[config.mk]
export PLATFORM = sky130hd
export DESIGN_NAME = mem_addr_seq
export DESIGN_NICKNAME = d
export VERILOG_FILES = /design/src/rtl/mem_addr_seq_pkg.sv /design/src/rtl/mem_addr_seq_lane_gen.sv /design/src/rtl/mem_addr_seq.sv
export SDC_FILE = /design/constraint.sdc
export NUM_CORES = 1
export LEC_CHECK = 0
export ABC_CLOCK_PERIOD_IN_PS = 10000
export BUFFER_PORTS_ARGS = -buffer_cell sky130_fd_sc_hd__clkbuf_2
export CAP_MARGIN = 10
export CORE_MARGIN = 3
export CORE_UTILIZATION = 32
export CTS_BUF_LIST = sky130_fd_sc_hd__clkbuf_4 sky130_fd_sc_hd__clkbuf_8 sky130_fd_sc_hd__clkbuf_16
export DETAILED_ROUTE_END_ITERATION = 16
export GPL_TIMING_DRIVEN = 0
export HOLD_SLACK_MARGIN = 0.03
export PLACE_DENSITY_LB_ADDON = 0.08
export SLEW_MARGIN = 20
export SYNTH_ARGS = -nofsm -noshare
export SYNTH_HDL_FRONTEND = slang
export SYNTH_SLANG_ARGS = --single-unit
export TNS_END_PERCENT = 20
[constraint.sdc]
create_clock -name clk -period 10 [get_ports clk]
set_input_delay 2 -clock clk [delete_from_list [all_inputs] [get_ports clk]]
set_output_delay 2 -clock clk [all_outputs]
set_load 0.01 [all_outputs]
[src/rtl/mem_addr_seq_pkg.sv]
// Shared types and helpers for the memory address sequencer.
// Optional feature macro: MEM_ADDR_SEQ_ERR_EN (adds the err output; see mem_addr_seq).
package mem_ctrl_pkg;

  typedef enum logic [1:0] {
    IDLE,
    RUN,
    DONE
  } state_e;

  localparam int unsigned ADDR_WIDTH_DEF   = 8;
  localparam int unsigned WIDTH_HEIGHT_DEF = 16;

  // Width of num_row/num_col: must hold 0..W inclusive.
  function automatic int unsigned lane_cnt_w(input int unsigned w);
    return unsigned'($clog2(w)) + 1;
  endfunction

  // Width of the step counter: must hold the longest skewed job, 2W-1.
  function automatic int unsigned step_cnt_w(input int unsigned w);
    return unsigned'($clog2(2 * w));
  endfunction

  function automatic int unsigned clamp_cnt(input int unsigned n, input int unsigned w);
    return (n > w) ? w : n;
  endfunction

  // True when lane idx issues a row at this step of a job with the given shape.
  function automatic logic lane_hit(input int unsigned step, input int unsigned idx,
                                    input int unsigned rows, input int unsigned cols,
                                    input logic skew);
    if (idx >= cols) return 1'b0;
    if (!skew) return step < rows;
    return (step >= idx) && ((step - idx) < rows);
  endfunction

endpackage

[src/rtl/mem_addr_seq_lane_gen.sv]
// One lane of the address sequencer: keeps the lane's running row address and
// registers its address/valid for the step the controller presents.
module mem_lane_gen
  import mem_ctrl_pkg::*;
#(
  parameter int unsigned addr_width = ADDR_WIDTH_DEF,
  parameter int unsigned cnt_w      = 3,
  parameter int unsigned step_w     = 3,
  parameter int unsigned lane_idx   = 0
) (
  input  logic                  clk,
  input  logic                  reset,
  input  logic                  load,
  input  logic                  en,
  input  logic [step_w-1:0]     step,
  input  logic [cnt_w-1:0]      num_row,
  input  logic [cnt_w-1:0]      num_col,
  input  logic                  skew,
  input  logic [addr_width-1:0] base_addr,
  input  logic [addr_width-1:0] stride,
  output logic [addr_width-1:0] addr,
  output logic                  valid
);

  logic [addr_width-1:0] run_q, run_d;
  logic [addr_width-1:0] addr_q, addr_d;
  logic                  valid_q, valid_d;
  logic [addr_width-1:0] cur;

  // Emit the running address when this lane is active, then advance it by stride.
  always_comb begin
    cur     = load ? base_addr : run_q;
    run_d   = cur;
    addr_d  = '0;
    valid_d = 1'b0;
    if ((load || en) &&
        lane_hit(32'(step), lane_idx, 32'(num_row), 32'(num_col), skew)) begin
      valid_d = 1'b1;
      addr_d  = cur;
      run_d   = cur + stride;
    end
  end

  // Lane state registers.
  always_ff @(posedge clk) begin
    if (reset) begin
      run_q   <= '0;
      addr_q  <= '0;
      valid_q <= 1'b0;
    end else begin
      run_q   <= run_d;
      addr_q  <= addr_d;
      valid_q <= valid_d;
    end
  end

  assign addr  = addr_q;
  assign valid = valid_q;

endmodule

[src/rtl/mem_addr_seq.sv]
// Per-lane SRAM read address sequencer with broadcast / diagonal-skew modes.
// Optional feature macro: MEM_ADDR_SEQ_ERR_EN -- adds err output and rejects
// out-of-range or zero num_row/num_col instead of clamping.
module mem_addr_seq
  import mem_ctrl_pkg::*;
#(
  parameter int unsigned addr_width   = ADDR_WIDTH_DEF,
  parameter int unsigned width_height = WIDTH_HEIGHT_DEF
) (
  input  logic                               clk,
  input  logic                               reset,
  input  logic                               start,
  input  logic                               skew,
  input  logic [addr_width-1:0]              base_addr,
  input  logic [addr_width-1:0]              stride,
  input  logic [$clog2(width_height):0]      num_row,
  input  logic [$clog2(width_height):0]      num_col,
  output logic [addr_width*width_height-1:0] out_addr,
  output logic [width_height-1:0]            lane_valid,
  output logic                               busy,
  output logic                               done
`ifdef MEM_ADDR_SEQ_ERR_EN
  ,
  output logic                               err
`endif
);

  localparam int unsigned CNT_W  = lane_cnt_w(width_height);
  localparam int unsigned STEP_W = step_cnt_w(width_height);

  state_e              state_q, state_d;
  logic [STEP_W-1:0]   step_q, step_d;
  logic [STEP_W-1:0]   t_q, t_d;
  logic [CNT_W-1:0]    row_q, row_d;
  logic [CNT_W-1:0]    col_q, col_d;
  logic                skew_q, skew_d;
  logic [addr_width-1:0] stride_q, stride_d;

  logic [CNT_W-1:0]    row_in, col_in;
  logic [STEP_W-1:0]   t_in;
  logic                load, en;
  logic [STEP_W-1:0]   step_lane;
`ifdef MEM_ADDR_SEQ_ERR_EN
  logic                err_q, err_d;
  logic                bad_in;
`endif

  // Clamp the requested job shape and derive its length in steps.
  always_comb begin
    row_in = CNT_W'(clamp_cnt(32'(num_row), width_height));
    col_in = CNT_W'(clamp_cnt(32'(num_col), width_height));
    if (row_in == '0 || col_in == '0) t_in = '0;
    else if (skew) t_in = STEP_W'(32'(row_in) + 32'(col_in) - 32'd1);
    else t_in = STEP_W'(row_in);
`ifdef MEM_ADDR_SEQ_ERR_EN
    bad_in = (32'(num_row) > width_height) || (32'(num_col) > width_height) ||
             (num_row == '0) || (num_col == '0);
`endif
  end

  // Control FSM: step 0 is issued on the accepting edge, so RUN only advances
  // steps 1..T-1 and the final RUN edge clears the lanes while entering DONE.
  always_comb begin
    state_d   = state_q;
    step_d    = step_q;
    t_d       = t_q;
    row_d     = row_q;
    col_d     = col_q;
    skew_d    = skew_q;
    stride_d  = stride_q;
    load      = 1'b0;
    en        = 1'b0;
    step_lane = '0;
`ifdef MEM_ADDR_SEQ_ERR_EN
    err_d     = 1'b0;
`endif
    case (state_q)
      RUN: begin
        if (step_q == t_q - STEP_W'(1)) begin
          state_d = DONE;
        end else begin
          en        = 1'b1;
          step_d    = step_q + STEP_W'(1);
          step_lane = step_q + STEP_W'(1);
        end
      end
      default: begin
        state_d = IDLE;
        if (start) begin
          row_d    = row_in;
          col_d    = col_in;
          skew_d   = skew;
          stride_d = stride;
          t_d      = t_in;
          step_d   = '0;
`ifdef MEM_ADDR_SEQ_ERR_EN
          if (bad_in) begin
            state_d = DONE;
            err_d   = 1'b1;
          end else
`endif
          if (t_in == '0) begin
            state_d = DONE;
          end else begin
            state_d = RUN;
            load    = 1'b1;
          end
        end
      end
    endcase
  end

  // Control registers.
  always_ff @(posedge clk) begin
    if (reset) begin
      state_q  <= IDLE;
      step_q   <= '0;
      t_q      <= '0;
      row_q    <= '0;
      col_q    <= '0;
      skew_q   <= 1'b0;
      stride_q <= '0;
`ifdef MEM_ADDR_SEQ_ERR_EN
      err_q    <= 1'b0;
`endif
    end else begin
      state_q  <= state_d;
      step_q   <= step_d;
      t_q      <= t_d;
      row_q    <= row_d;
      col_q    <= col_d;
      skew_q   <= skew_d;
      stride_q <= stride_d;
`ifdef MEM_ADDR_SEQ_ERR_EN
      err_q    <= err_d;
`endif
    end
  end

  assign busy = (state_q == RUN);
  assign done = (state_q == DONE);
`ifdef MEM_ADDR_SEQ_ERR_EN
  assign err  = err_q;
`endif

  for (genvar gi = 0; gi < width_height; gi++) begin : g_lane
    mem_lane_gen #(
      .addr_width(addr_width),
      .cnt_w     (CNT_W),
      .step_w    (STEP_W),
      .lane_idx  (gi)
    ) u_lane (
      .clk      (clk),
      .reset    (reset),
      .load     (load),
      .en       (en),
      .step     (step_lane),
      .num_row  (row_d),
      .num_col  (col_d),
      .skew     (skew_d),
      .base_addr(base_addr),
      .stride   (stride_d),
      .addr     (out_addr[gi*addr_width +: addr_width]),
      .valid    (lane_valid[gi])
    );
  end

endmodule

==> impl_metrics.py <==
metrics = {
    "timing": {
        "maxClockFrequency_ghz": 0.126,
        "timing_hold_violations_final": 0,
        "tightest_slew_ns": 1.21,
        "finalSetupViolations": 0,
        "final_max_slew_viol_count": 0,
        "timing.setup.tns_ns": 0,
        "finalWorstPathRequiredPeriod_ns": 7.95,
        "timing.final.crit_share": 0.795,
        "clock_skew_ns": 0.0299,
        "grt_setup_unrepaired": "no",
        "maxSlewHeadroom": 0.192,
    },
    "setup_path": {
        "crit-reg2reg-launch": "t_q[0]$_SDFFE_PP0P_",
        "data_arrival_time_of_the_critical_path_ns": 8.44,
        "crit_type": "input pin to flip-flop",
        "r2r.worst_path.cells": 19,
        "regToRegSetupSlack_ns": 3.66,
        "cp-end-kind": "flip-flop",
        "timing.critical_path.from": "num_col[4]",
        "worst_setup_path_endpoint": "g_lane[10].u_lane.run_q[7]$_SDFF_PP0_",
        "critPathRequiredTime_ns": 10.48,
        "timing.critical_path.fanout_max": 10,
        "worstSetupStartpointType": "input pin",
        "worstReg2RegEnd": "g_lane[12].u_lane.addr[7]$_SDFF_PP0_",
    },
    "job": {
        "max_cap_viols": 0,
    },
    "grt": {
        "globalRouteOverflowTotal": 0,
        "globalRouteTotalUtil": 0.223,
        "grt_max_degree": 34,
        "antenna_found_initial": 0,
        "grt_first_pass_wirelength_um": 96900,
        "first_global_vias": 15100,
    },
    "pwr": {
        "share_seq_of_total_power": 0.340,
        "intPower_uw": 2570,
        "p_comb_frac": 0.277,
        "power.leakage_uw": 0.0102,
        "powerDensity_mw_per_mm2": 185,
        "power.share.clock": 0.383,
        "netSwitchingPower_uw": 1300,
        "irDropWorstVdd_mv": 0.121,
        "p_sw_frac": 0.335,
    },
    "clock_network": {
        "post_cts_resized": 0,
        "numCtsBuffers": 39,
        "clk_pin_slew_worst_paths_ns": 0.06,
        "clock-root-buffer": "sky130_fd_sc_hd__clkbuf_16",
        "ctsLongestPathBuffers": 3,
        "cts.repair_timing.setup_buffer_count": 0,
        "hold_buffers": 0,
        "tritoncts": "built",
        "cts_num_sinks": 303,
        "clk-insertion-delay-late_ns": 0.58,
        "cts_htree_levels": 2,
    },
    "synthesis": {
        "synthDistinctLibCells": 83,
        "synth_cells": 2008,
        "primary_ff_master_synth": "sky130_fd_sc_hd__dfxtp_1",
        "post_synth.cell_area_avg_um2": 8.82,
        "synth.yosys.warnings": 0,
        "seq_area_frac_synth": 0.343,
        "ys_ff_latch": 303,
        "synth-edff-count": 0,
        "syn-cell-area_mm2": 0.0177,
        "asyncSetResetFlopFracSynth": 0,
        "syn_nets": 2241,
    },
    "cells_and_area": {
        "antennaDiodeCount": 0,
        "drive_gt1_frac": 0.155,
        "layout_commonest_cell": "sky130_fd_sc_hd__dfxtp_1",
        "area_growth_pct": 17.8,
        "final_net_count": 2455,
        "final_core_util": 0.385,
        "most-common-layout-cells": "sky130_fd_sc_hd__dfxtp_1, sky130_fd_sc_hd__nor2_1, sky130_fd_sc_hd__a21oi_1",
    },
    "floorplanning": {
        "die_area_mm2": 0.0582,
        "io_pins": 176,
        "fp.dieW_um": 241,
        "coreArea_mm2": 0.0542,
        "effective_utilization_at_floorplan": 0.326,
        "placementRows": 85,
        "die_h_um": 241,
    },
    "routing": {
        "via_per_inst": 5.26,
        "wl_per_cell_um": 22.2,
        "number_of_drc_markers_in_iteration_0": 989,
        "total_routed_length_um": 65600,
        "ant_nets": 0,
        "routed-via-count": 15500,
        "number_of_detailed_route_iterations_in_the_first_pass": 5,
        "detail_route.drc_violations": 0,
    },
    "hold_path": {
        "holdCritPathClass": "flip-flop to flip-flop",
    },
    "placement": {
        "hpwl_um": 47400,
        "number_of_buffers_added_on_ports": 172,
        "finalWeightedCongestion": 0.935,
    },
    "status": {
        "outcome": "completed",
    },
}
## synth_stat cells (all sizes together), types with 53 or more instances
| library cell | count | area, um2 |
|---|---|---|
| buf | 64 | 389 |
| nand2 | 70 | 265 |
| ha | 186 | 2330 |
| inv | 135 | 507 |
| a21oi | 202 | 1010 |
| a21o | 111 | 833 |
| xor2 | 53 | 464 |
| nor3 | 58 | 307 |
| a211oi | 58 | 470 |
| dfxtp | 303 | 6070 |
| xnor2 | 76 | 666 |
| nor2 | 233 | 880 |
## registers in the layout, indices dropped and copies added (netlist names), 5 cells and up
| name | cells |
|---|---|
| row_q | 5 |
| t_q | 5 |
| col_q | 5 |
| g_lane.u_lane.valid | 16 |
| g_lane.u_lane.addr | 128 |
| stride_q | 8 |
| g_lane.u_lane.run_q | 128 |
| step_q | 5 |
## worst min path at each step
stage / cells past startpoint / end / from / slack, ns
6_report: 2 / t_q[4]$_SDFFE_PP0P_ / t_q[4]$_SDFFE_PP0P_ / 0.49
5_1_grt: 2 / t_q[4]$_SDFFE_PP0P_ / t_q[4]$_SDFFE_PP0P_ / 0.52
4_1_cts: 2 / t_q[4]$_SDFFE_PP0P_ / t_q[4]$_SDFFE_PP0P_ / 0.48
3_5_place_dp: 2 / t_q[4]$_SDFFE_PP0P_ / t_q[4]$_SDFFE_PP0P_ / 0.47
3_3_place_gp: 2 / t_q[4]$_SDFFE_PP0P_ / t_q[4]$_SDFFE_PP0P_ / 0.47
2_1_floorplan: 2 / t_q[4]$_SDFFE_PP0P_ / t_q[4]$_SDFFE_PP0P_ / 0.44
## layout make-up
type                    count  area, um2
clock inverters            20        260
fillers                  5598      33400
clock buffers              50       1090
repair buffers            173        888
inverters                 135        507
flip-flops and latches    303       6070
plain buffers             112        569
multi-input cells        1458      10600
well taps                 696        871
## layer usage
metal / part of all wire / track usage
met5: 0 / 0
met4: 0.027 / 0.0641
met3: 0.045 / 0.0323
met2: 0.46 / 0.361
met1: 0.47 / 0.311
## kinds of logic after synthesis
kind of cell    after synthesis  share of synthesized area
simple gates                519                      0.137
buf+inv                     247                     0.0608
mux                          49                     0.0283
xor+xnor                    130                     0.0652
compound gates              556                      0.215
flops                       303                      0.343
fa+ha+maj                   204                      0.151
## critical path, stage by stage
cell and delay [ns]:
sky130_fd_sc_hd__clkbuf_1 0.32, sky130_fd_sc_hd__nand2b_1 0.23, sky130_fd_sc_hd__ha_1 0.25, sky130_fd_sc_hd__inv_1 0.10, sky130_fd_sc_hd__ha_1 0.24, sky130_fd_sc_hd__a21o_1 0.15, sky130_fd_sc_hd__a21oi_1 0.25, sky130_fd_sc_hd__xor3_1 0.34
sky130_fd_sc_hd__o21ai_2 0.18, sky130_fd_sc_hd__buf_2 0.27, sky130_fd_sc_hd__nor2_1 0.90, sky130_fd_sc_hd__clkbuf_1 0.85, sky130_fd_sc_hd__a21oi_1 0.24, sky130_fd_sc_hd__inv_1 0.17, sky130_fd_sc_hd__ha_1 0.24, sky130_fd_sc_hd__a21o_1 0.16
sky130_fd_sc_hd__a21oi_1 0.22, sky130_fd_sc_hd__o21bai_1 0.13, sky130_fd_sc_hd__a2111oi_0 0.50, sky130_fd_sc_hd__nor3_1 0.15, sky130_fd_sc_hd__xnor2_1 0.16, sky130_fd_sc_hd__a31o_1 0.25, sky130_fd_sc_hd__a21oi_1 0.12
## through the flow
stage          std cells  cell area [um2]  hold WS [ns]  total power [uW]  setup slack [ns]
4_1_cts             2947            20900         0.482              3910              2.09
2_1_floorplan       2008            17700         0.444              2100              3.57
5_1_grt             2947            20900         0.522              4080              1.64
6_report            2947            20900         0.491              3870              2.05
3_3_place_gp        2876            19400         0.471              2380              1.39
3_5_place_dp        2877            19500         0.473              2400              1.48
## power by group through the flow
| stage | clock network [uW] | registers, uW | logic, uW |
|---|---|---|---|
| after floorplan | 0 | 1340 | 756 |
| after global placement | 0 | 1340 | 1040 |
| after detailed placement | 0 | 1340 | 1060 |
| after CTS | 1530 | 1320 | 1070 |
| after global routing | 1570 | 1320 | 1190 |
| final | 1480 | 1320 | 1070 |
No activity file was read; power rests on OpenSTA's default activity.
